<file path="src/rtl/nonce_reporter_pkg.sv">
// nonce_reporter_pkg: shared types and constants for the nonce result framer.
// Frame length depends on NONCE_REPORTER_CHECKSUM_EN (see nonce_reporter.sv).
package nonce_reporter_pkg;

   typedef enum logic [2:0] {
      IDLE,
      LOAD,
      SEND,
      WAIT_HI,
      WAIT_LO
   } state_t;

   localparam int unsigned FRAME_LEN_PLAIN = 5;
   localparam int unsigned FRAME_LEN_CSUM  = 6;

   localparam logic [7:0] DEFAULT_SYNC_BYTE = 8'hAA;

endpackage

</file>
<file path="src/rtl/nonce_reporter_if.sv">
// nonce_reporter_if: nonce push strobe plus uart_tx byte handshake and status.
// slave = framer side, master = producer / uart_tx / host side.
interface nonce_reporter_if;
   logic [31:0] nonce;
   logic        nonce_valid;
   logic        tx_busy;
   logic [7:0]  tx_data;
   logic        tx_start;
   logic        overflow;
   logic        idle;

   modport master (
      output nonce, nonce_valid, tx_busy,
      input  tx_data, tx_start, overflow, idle
   );

   modport slave (
      input  nonce, nonce_valid, tx_busy,
      output tx_data, tx_start, overflow, idle
   );
endinterface

</file>
<file path="src/rtl/nonce_fifo.sv">
// nonce_fifo: 32-bit synchronous FIFO, first-word-fall-through read port.
// Caller must never pop when empty; push-when-full filtering is done by the caller.
module nonce_fifo #(
   parameter int unsigned FIFO_DEPTH = 4
) (
   input  logic                        clk,
   input  logic                        reset_n,
   input  logic                        push,
   input  logic                        pop,
   input  logic [31:0]                 wdata,
   output logic [31:0]                 rdata,
   output logic                        full,
   output logic                        empty,
   output logic [$clog2(FIFO_DEPTH):0] count
);
   localparam int unsigned AW = $clog2(FIFO_DEPTH);
   localparam int unsigned CW = AW + 1;

   logic [31:0]   mem [FIFO_DEPTH];
   logic [AW-1:0] wptr;
   logic [AW-1:0] rptr;

   // Storage write; contents need no reset since count gates visibility.
   always_ff @(posedge clk) begin
      if (push) mem[wptr] <= wdata;
   end

   // Pointer and occupancy tracking.
   always_ff @(posedge clk or negedge reset_n) begin
      if (!reset_n) begin
         wptr  <= '0;
         rptr  <= '0;
         count <= '0;
      end else begin
         if (push) wptr <= wptr + 1'b1;
         if (pop)  rptr <= rptr + 1'b1;
         case ({push, pop})
            2'b10:   count <= count + 1'b1;
            2'b01:   count <= count - 1'b1;
            default: count <= count;
         endcase
      end
   end

   assign rdata = mem[rptr];
   assign full  = (count == CW'(FIFO_DEPTH));
   assign empty = (count == '0);

endmodule

</file>
<file path="src/rtl/nonce_reporter.sv">
// nonce_reporter: buffers found nonces and frames each one as
// SYNC, n[7:0], n[15:8], n[23:16], n[31:24] [, XOR checksum] over uart_tx.
// Optional feature macro: NONCE_REPORTER_CHECKSUM_EN (adds checksum byte).
module nonce_reporter
   import nonce_reporter_pkg::*;
#(
   parameter int unsigned FIFO_DEPTH = 4,
   parameter logic [7:0]  SYNC_BYTE  = DEFAULT_SYNC_BYTE
) (
   input logic             clk,
   input logic             reset_n,
   nonce_reporter_if.slave bus
);
`ifdef NONCE_REPORTER_CHECKSUM_EN
   localparam logic [2:0] LAST_IDX = 3'(FRAME_LEN_CSUM - 1);
`else
   localparam logic [2:0] LAST_IDX = 3'(FRAME_LEN_PLAIN - 1);
`endif

   state_t                     state;
   logic [2:0]                 idx;
   logic [2:0]                 next_idx;
   logic [31:0]                frame;
   logic [7:0]                 next_byte;
   logic [7:0]                 tx_data_q;
   logic                       tx_start_q;
   logic                       overflow_q;
   logic                       push;
   logic                       pop;
   logic                       full;
   logic                       empty;
   logic [31:0]                fifo_rdata;
   logic [$clog2(FIFO_DEPTH):0] count;
`ifdef NONCE_REPORTER_CHECKSUM_EN
   logic [7:0]                 csum;
`endif

   assign pop  = (state == LOAD);
   assign push = bus.nonce_valid && (!full || pop);

   nonce_fifo #(.FIFO_DEPTH(FIFO_DEPTH)) u_fifo (
      .clk     (clk),
      .reset_n (reset_n),
      .push    (push),
      .pop     (pop),
      .wdata   (bus.nonce),
      .rdata   (fifo_rdata),
      .full    (full),
      .empty   (empty),
      .count   (count)
   );

   // Select the byte that the next SEND will present.
   always_comb begin
      next_idx  = idx + 3'd1;
      next_byte = SYNC_BYTE;
      case (next_idx)
         3'd1:    next_byte = frame[7:0];
         3'd2:    next_byte = frame[15:8];
         3'd3:    next_byte = frame[23:16];
         3'd4:    next_byte = frame[31:24];
`ifdef NONCE_REPORTER_CHECKSUM_EN
         3'd5:    next_byte = csum;
`endif
         default: next_byte = SYNC_BYTE;
      endcase
   end

   // Frame FSM. tx_data/tx_start are loaded on the transition into SEND so
   // they are registered yet valid exactly during the SEND cycle.
   always_ff @(posedge clk or negedge reset_n) begin
      if (!reset_n) begin
         state      <= IDLE;
         idx        <= '0;
         frame      <= '0;
         tx_data_q  <= '0;
         tx_start_q <= 1'b0;
`ifdef NONCE_REPORTER_CHECKSUM_EN
         csum       <= '0;
`endif
      end else begin
         tx_start_q <= 1'b0;
         case (state)
            IDLE: begin
               if (!empty) state <= LOAD;
            end
            LOAD: begin
               frame      <= fifo_rdata;
               idx        <= '0;
`ifdef NONCE_REPORTER_CHECKSUM_EN
               csum       <= '0;
`endif
               tx_data_q  <= SYNC_BYTE;
               tx_start_q <= 1'b1;
               state      <= SEND;
            end
            SEND: begin
`ifdef NONCE_REPORTER_CHECKSUM_EN
               if (idx != 3'd0 && idx != 3'd5) csum <= csum ^ tx_data_q;
`endif
               state <= WAIT_HI;
            end
            WAIT_HI: begin
               if (bus.tx_busy) state <= WAIT_LO;
            end
            WAIT_LO: begin
               if (!bus.tx_busy) begin
                  if (idx == LAST_IDX) begin
                     state <= IDLE;
                  end else begin
                     idx        <= next_idx;
                     tx_data_q  <= next_byte;
                     tx_start_q <= 1'b1;
                     state      <= SEND;
                  end
               end
            end
            default: state <= IDLE;
         endcase
      end
   end

   // Sticky drop flag.
   always_ff @(posedge clk or negedge reset_n) begin
      if (!reset_n)                          overflow_q <= 1'b0;
      else if (bus.nonce_valid && !push)     overflow_q <= 1'b1;
   end

   assign bus.tx_data  = tx_data_q;
   assign bus.tx_start = tx_start_q;
   assign bus.overflow = overflow_q;
   assign bus.idle     = (count == '0) && (state == IDLE);

endmodule
</file>
<file path="src/flat_wrapper.sv">
// flat-port wrapper written by rule: the top's interface ports become plain ports
module nonce_reporter_flat import nonce_reporter_pkg::*;
#(
   parameter int unsigned FIFO_DEPTH = 4,
   parameter logic [7:0]  SYNC_BYTE  = DEFAULT_SYNC_BYTE
)
  (clk, reset_n, bus_nonce, bus_nonce_valid, bus_tx_busy, bus_tx_data, bus_tx_start, bus_overflow, bus_idle);
  nonce_reporter_if bus_i ();
  input logic clk;
  input logic reset_n;
  input wire logic [$bits(bus_i.nonce)-1:0] bus_nonce;
  input wire logic [$bits(bus_i.nonce_valid)-1:0] bus_nonce_valid;
  input wire logic [$bits(bus_i.tx_busy)-1:0] bus_tx_busy;
  output wire logic [$bits(bus_i.tx_data)-1:0] bus_tx_data;
  output wire logic [$bits(bus_i.tx_start)-1:0] bus_tx_start;
  output wire logic [$bits(bus_i.overflow)-1:0] bus_overflow;
  output wire logic [$bits(bus_i.idle)-1:0] bus_idle;
  assign bus_i.nonce = bus_nonce;
  assign bus_i.nonce_valid = bus_nonce_valid;
  assign bus_i.tx_busy = bus_tx_busy;
  assign bus_tx_data = bus_i.tx_data;
  assign bus_tx_start = bus_i.tx_start;
  assign bus_overflow = bus_i.overflow;
  assign bus_idle = bus_i.idle;
  nonce_reporter #(.FIFO_DEPTH(FIFO_DEPTH), .SYNC_BYTE(SYNC_BYTE)) u_core (.clk(clk), .reset_n(reset_n), .bus(bus_i));
endmodule
</file>
<file path="config.mk">
export PLATFORM = sky130hd
export DESIGN_NAME = nonce_reporter_flat
export DESIGN_NICKNAME = d
export VERILOG_FILES = /design/src/rtl/nonce_reporter_pkg.sv /design/src/rtl/nonce_reporter_if.sv /design/src/rtl/nonce_fifo.sv /design/src/rtl/nonce_reporter.sv /design/src/flat_wrapper.sv
export SDC_FILE = /design/constraint.sdc
export NUM_CORES = 1
export LEC_CHECK = 0
export CAP_MARGIN = 20
export CELL_PAD_IN_SITES_DETAIL_PLACEMENT = 1
export CELL_PAD_IN_SITES_GLOBAL_PLACEMENT = 2
export CORE_AREA = 8 8 145 147
export CTS_CLUSTER_DIAMETER = 50
export DETAILED_ROUTE_END_ITERATION = 7
export DIE_AREA = 0 0 153 155
export PLACE_DENSITY_LB_ADDON = 0.2
export SYNTH_ARGS = -nofsm -noshare
export SYNTH_HDL_FRONTEND = slang
export SYNTH_HIERARCHICAL = 1
export SYNTH_SLANG_ARGS = --single-unit
</file>
<file path="constraint.sdc">
create_clock -name clk -period 2.87 [get_ports clk]
set_clock_uncertainty 0.15 [all_clocks]
set_input_delay 0.574 -clock clk [delete_from_list [all_inputs] [get_ports clk]]
set_output_delay 0.574 -clock clk [all_outputs]
set_load 0.1 [all_outputs]
</file>
==> results.tsv <==
stage	metric	value	unit
run_status	status	finished, final reports clean	
clocking	htree_levels	4	
floorplanning	initial_core_util	0.386	
synth	synth_edf_count	128	
worst_setup_path	timing.rr.end	u_core/u_fifo/count[1]	
clocking	path_clk_slew	60	ps
synth	synth_xor_area_frac	0.0121	
synth	yosys.area.top_type	edfxtp_1	
routing	finalWirelength	15500	µm
synth	seq_area_frac_synth	0.714	
global_route	grt_max_degree	36	
worst_setup_path	crit_path_end	u_core/u_fifo/count[1]	
clocking	ctsResizeCount	0	
floorplanning	fp.dieW	153	µm
finish	nFillCells	1831	
synth	synth_warnings	6	
floorplanning	die_y	155	µm
floorplanning	io_pins	47	
routing	final_antenna_net_count	0	
floorplanning	rows	51	
routing	viasPerCell	5.12	
pwr	irDropWorstVdd	432	µV
timing	relSlewSlack	0.563	
floorplanning	core-area	19000	µm²
worst_setup_path	reg2reg_slack	410	ps
timing	final_hold_viol_count	0	
worst_setup_path	timing.rr.start	u_core/state[2]	
worst_setup_path	critPathLaunch	u_core/state[2]	
synth	synth.area.top_cells	edfxtp_1 (53%), dfrtp_1 (19%), mux4_2 (8.6%)	
synth	synth_compound_area_frac	0.0358	
routing	drc	0	
synth	synth_simple_gate_area_frac	0.0705	
timing	post-route-min-period	2460	ps
synth	synth_nets	489	
worst_setup_path	cp.required	3060	ps
pwr	powerDensity	1060	nW/µm²
clocking	clock_path_buffers	2	
clocking	cts-hold-fix-buffers	1	
finish	syn_to_final_growth	18.6	%
timing	maxSlewViolCount	0	
job	cap_violations	0	
synth	syn_area	7310	µm²
synth	synthDistinctLibCells	45	
placement	hpwl	10200	µm
finish	drive_gt1_frac	0.193	
global_route	overflow	0	
synth	ys_ff_latch	183	
synth	synth_top_area_share	0.525	
global_route	grt_pass1_vias	4378	
pwr	leakage	3.25	nW
clocking	cts_tree	done	
routing	wl_per_cell	20.5	µm
synth	syn_inst	442	
timing	worstMarginPinSlew	656	ps
routing	detail_route.iter0.violations	203	
placement	dp.cells	722	
global_route	grt_antenna_before_repair	0	
floorplanning	die_area	23700	µm²
placement	numPortBuffers	46	
clocking	clockRootBuffer	clkbuf_16	
worst_setup_path	rr_worst_depth	7	
synth	ys.flop_type	edfxtp_1	
finish	layout.nets	551	
finish	final_cell_count_no_fill	755	
finish	register_area	5220	µm²
min_path	worstHoldPathType	reg2reg	
worst_setup_path	endpoint_kind	flip-flop	
clocking	cts_buffers	17	
synth	syn_avg_cell_area	16.5	µm²
routing	vias	3863	
timing	setup_viol	0	
clocking	clkSinkCount	183	
global_route	grtUsageTotal	0.139	
finish	multi_input_area	1890	µm²
global_route	grt_pass1_wl	25000	µm
routing	drt_first_pass_iters	5	
synth	synth_top_family_by_area	multiplexers	
synth	synth_mux_area_frac	0.119	
clocking	postCtsSetupBuffers	0	
timing	finalSetupTns	0	ps
timing	fin_crit_sh	0.859	
timing	max_clock_freq	0.406	GHz
worst_setup_path	worstSetupStartpointType	flip-flop	
worst_setup_path	crit_type	reg2reg	
placement	place_congestion	0.733	
finish	antenna_cells	0	
timing	grt_setup_unrepaired	false	
worst_setup_path	cp.arrival	2650	ps
worst_setup_path	crit_fanout	8	
synth	ys_async_sr_fraction	0.301	
clocking	insertion_delay	420	ps
synth	synth_adder_area_share	0.0198	
## Yosys cell counts, types with 2 or more instances
master	n
buf_12	3
buf_2	8
o32a_1	4
edfxtp_1	128
a32o_1	4
and2_1	4
nor3_1	3
mux4_2	28
ha_1	10
nand2_1	112
nand3_1	2
clkbuf_1	5
xnor2_1	3
buf_1	2
buf_4	3
o21ai_0	2
a222oi_1	8
nor2_1	3
o211ai_1	2
dfrtp_1	55
inv_1	11
a21oi_1	2
mux4_1	4
mux2i_1	12
xor2_1	4
## placed cells by master, fill, tap and decap left out, drive strengths merged, types with 2 or more instances in the layout
master | synthesis | layout
o32a | 4 | 4
mux4 | 32 | 32
clkbuf | 6 | 18
xnor2 | 3 | 3
dfrtp | 55 | 55
a21oi | 2 | 2
mux2i | 12 | 12
and2 | 4 | 4
ha | 10 | 10
nand3 | 2 | 2
xor2 | 5 | 5
o211ai | 2 | 2
clkdlybuf4s50 | 0 | 34
clkinv | 0 | 6
nor3 | 3 | 3
inv | 13 | 17
a222oi | 8 | 8
a32o | 4 | 4
edfxtp | 128 | 128
nor2 | 3 | 3
nand2 | 112 | 112
buf | 17 | 31
clkinvlp | 0 | 3
o21ai | 2 | 2
## cells by family after synthesis
logic type      count (synthesis)
flops                         183
buf+inv                        36
compound gates                 30
xor+xnor                        8
mux                            45
simple gates                  129
fa+ha+maj                      11
## through the flow
step | area, µm² | hold slack, ps | utilization | setup slack (ps) | total power, W
floorplan | 7320 | 128 | - | 257 | 0.00611
global placement | 8120 | 307 | 0.428 | 377 | 0.00703
detailed placement | 8120 | 307 | 0.428 | 335 | 0.00710
CTS | 8680 | 322 | 0.458 | 390 | 0.00932
global route | 8680 | 330 | 0.458 | 280 | 0.00968
finish | 8680 | 317 | 0.458 | 406 | 0.00916
## report_power, final
| group | leakage (nW) | switching (W) | internal, W |
|---|---|---|---|
| clock | 0.264 | 0.000986 | 0.00120 |
| combinational | 1.14 | 0.00178 | 0.00119 |
| sequential | 1.85 | 0.000413 | 0.00358 |
## final cells by class
type | instances | area share
Sequential cell | 183 | 0.602
Multi-Input combinational cell | 223 | 0.218
Timing Repair Buffer | 66 | 0.0770
Clock buffer | 18 | 0.0495
Tap cell | 238 | 0.0343
Clock inverter | 14 | 0.0141
Inverter | 13 | 0.00591
## sequential cells by signal (all words and copies together), names as in the netlist
register / flops
u_core/bus.tx_data: 8
u_core/state: 3
u_core/u_fifo/rptr: 2
u_core/u_fifo/mem: 128
u_core/idx: 3
u_core/frame: 32
u_core/u_fifo/count: 3
u_core/bus.tx_start: 1
u_core/u_fifo/wptr: 2
u_core/bus.overflow: 1
## worst min path at each step
stage	start	endpoint	cells after the start
final	u_core/bus.overflow	u_core/bus.overflow	1
after detailed placement	u_core/bus.overflow	u_core/bus.overflow	1
after floorplan	reset_n	u_core/bus.overflow	0
after global placement	u_core/bus.overflow	u_core/bus.overflow	1
after CTS	u_core/bus.overflow	u_core/bus.overflow	1
after global routing	u_core/bus.overflow	u_core/bus.overflow	1
## critical path, cell delays in order, from the launching register on
cell,delay [ps]
dfrtp_1,370
or3b_1,540
a21boi_0,360
inv_1,80
ha_1,230
inv_1,80
fa_1,400
o21ai_0,180
## routing by layer
| metal | vias to the layer above | track usage | wire length, µm |
|---|---|---|---|
| li1 | 1772 | - | - |
| met1 | 2016 | 0.173 | 7030 |
| met2 | 58 | 0.232 | 7680 |
| met3 | 17 | 0.0338 | 561 |
| met4 | 0 | 0.0514 | 231 |
| met5 | - | 0 | 0 |
(Power assumes the default switching activity.)
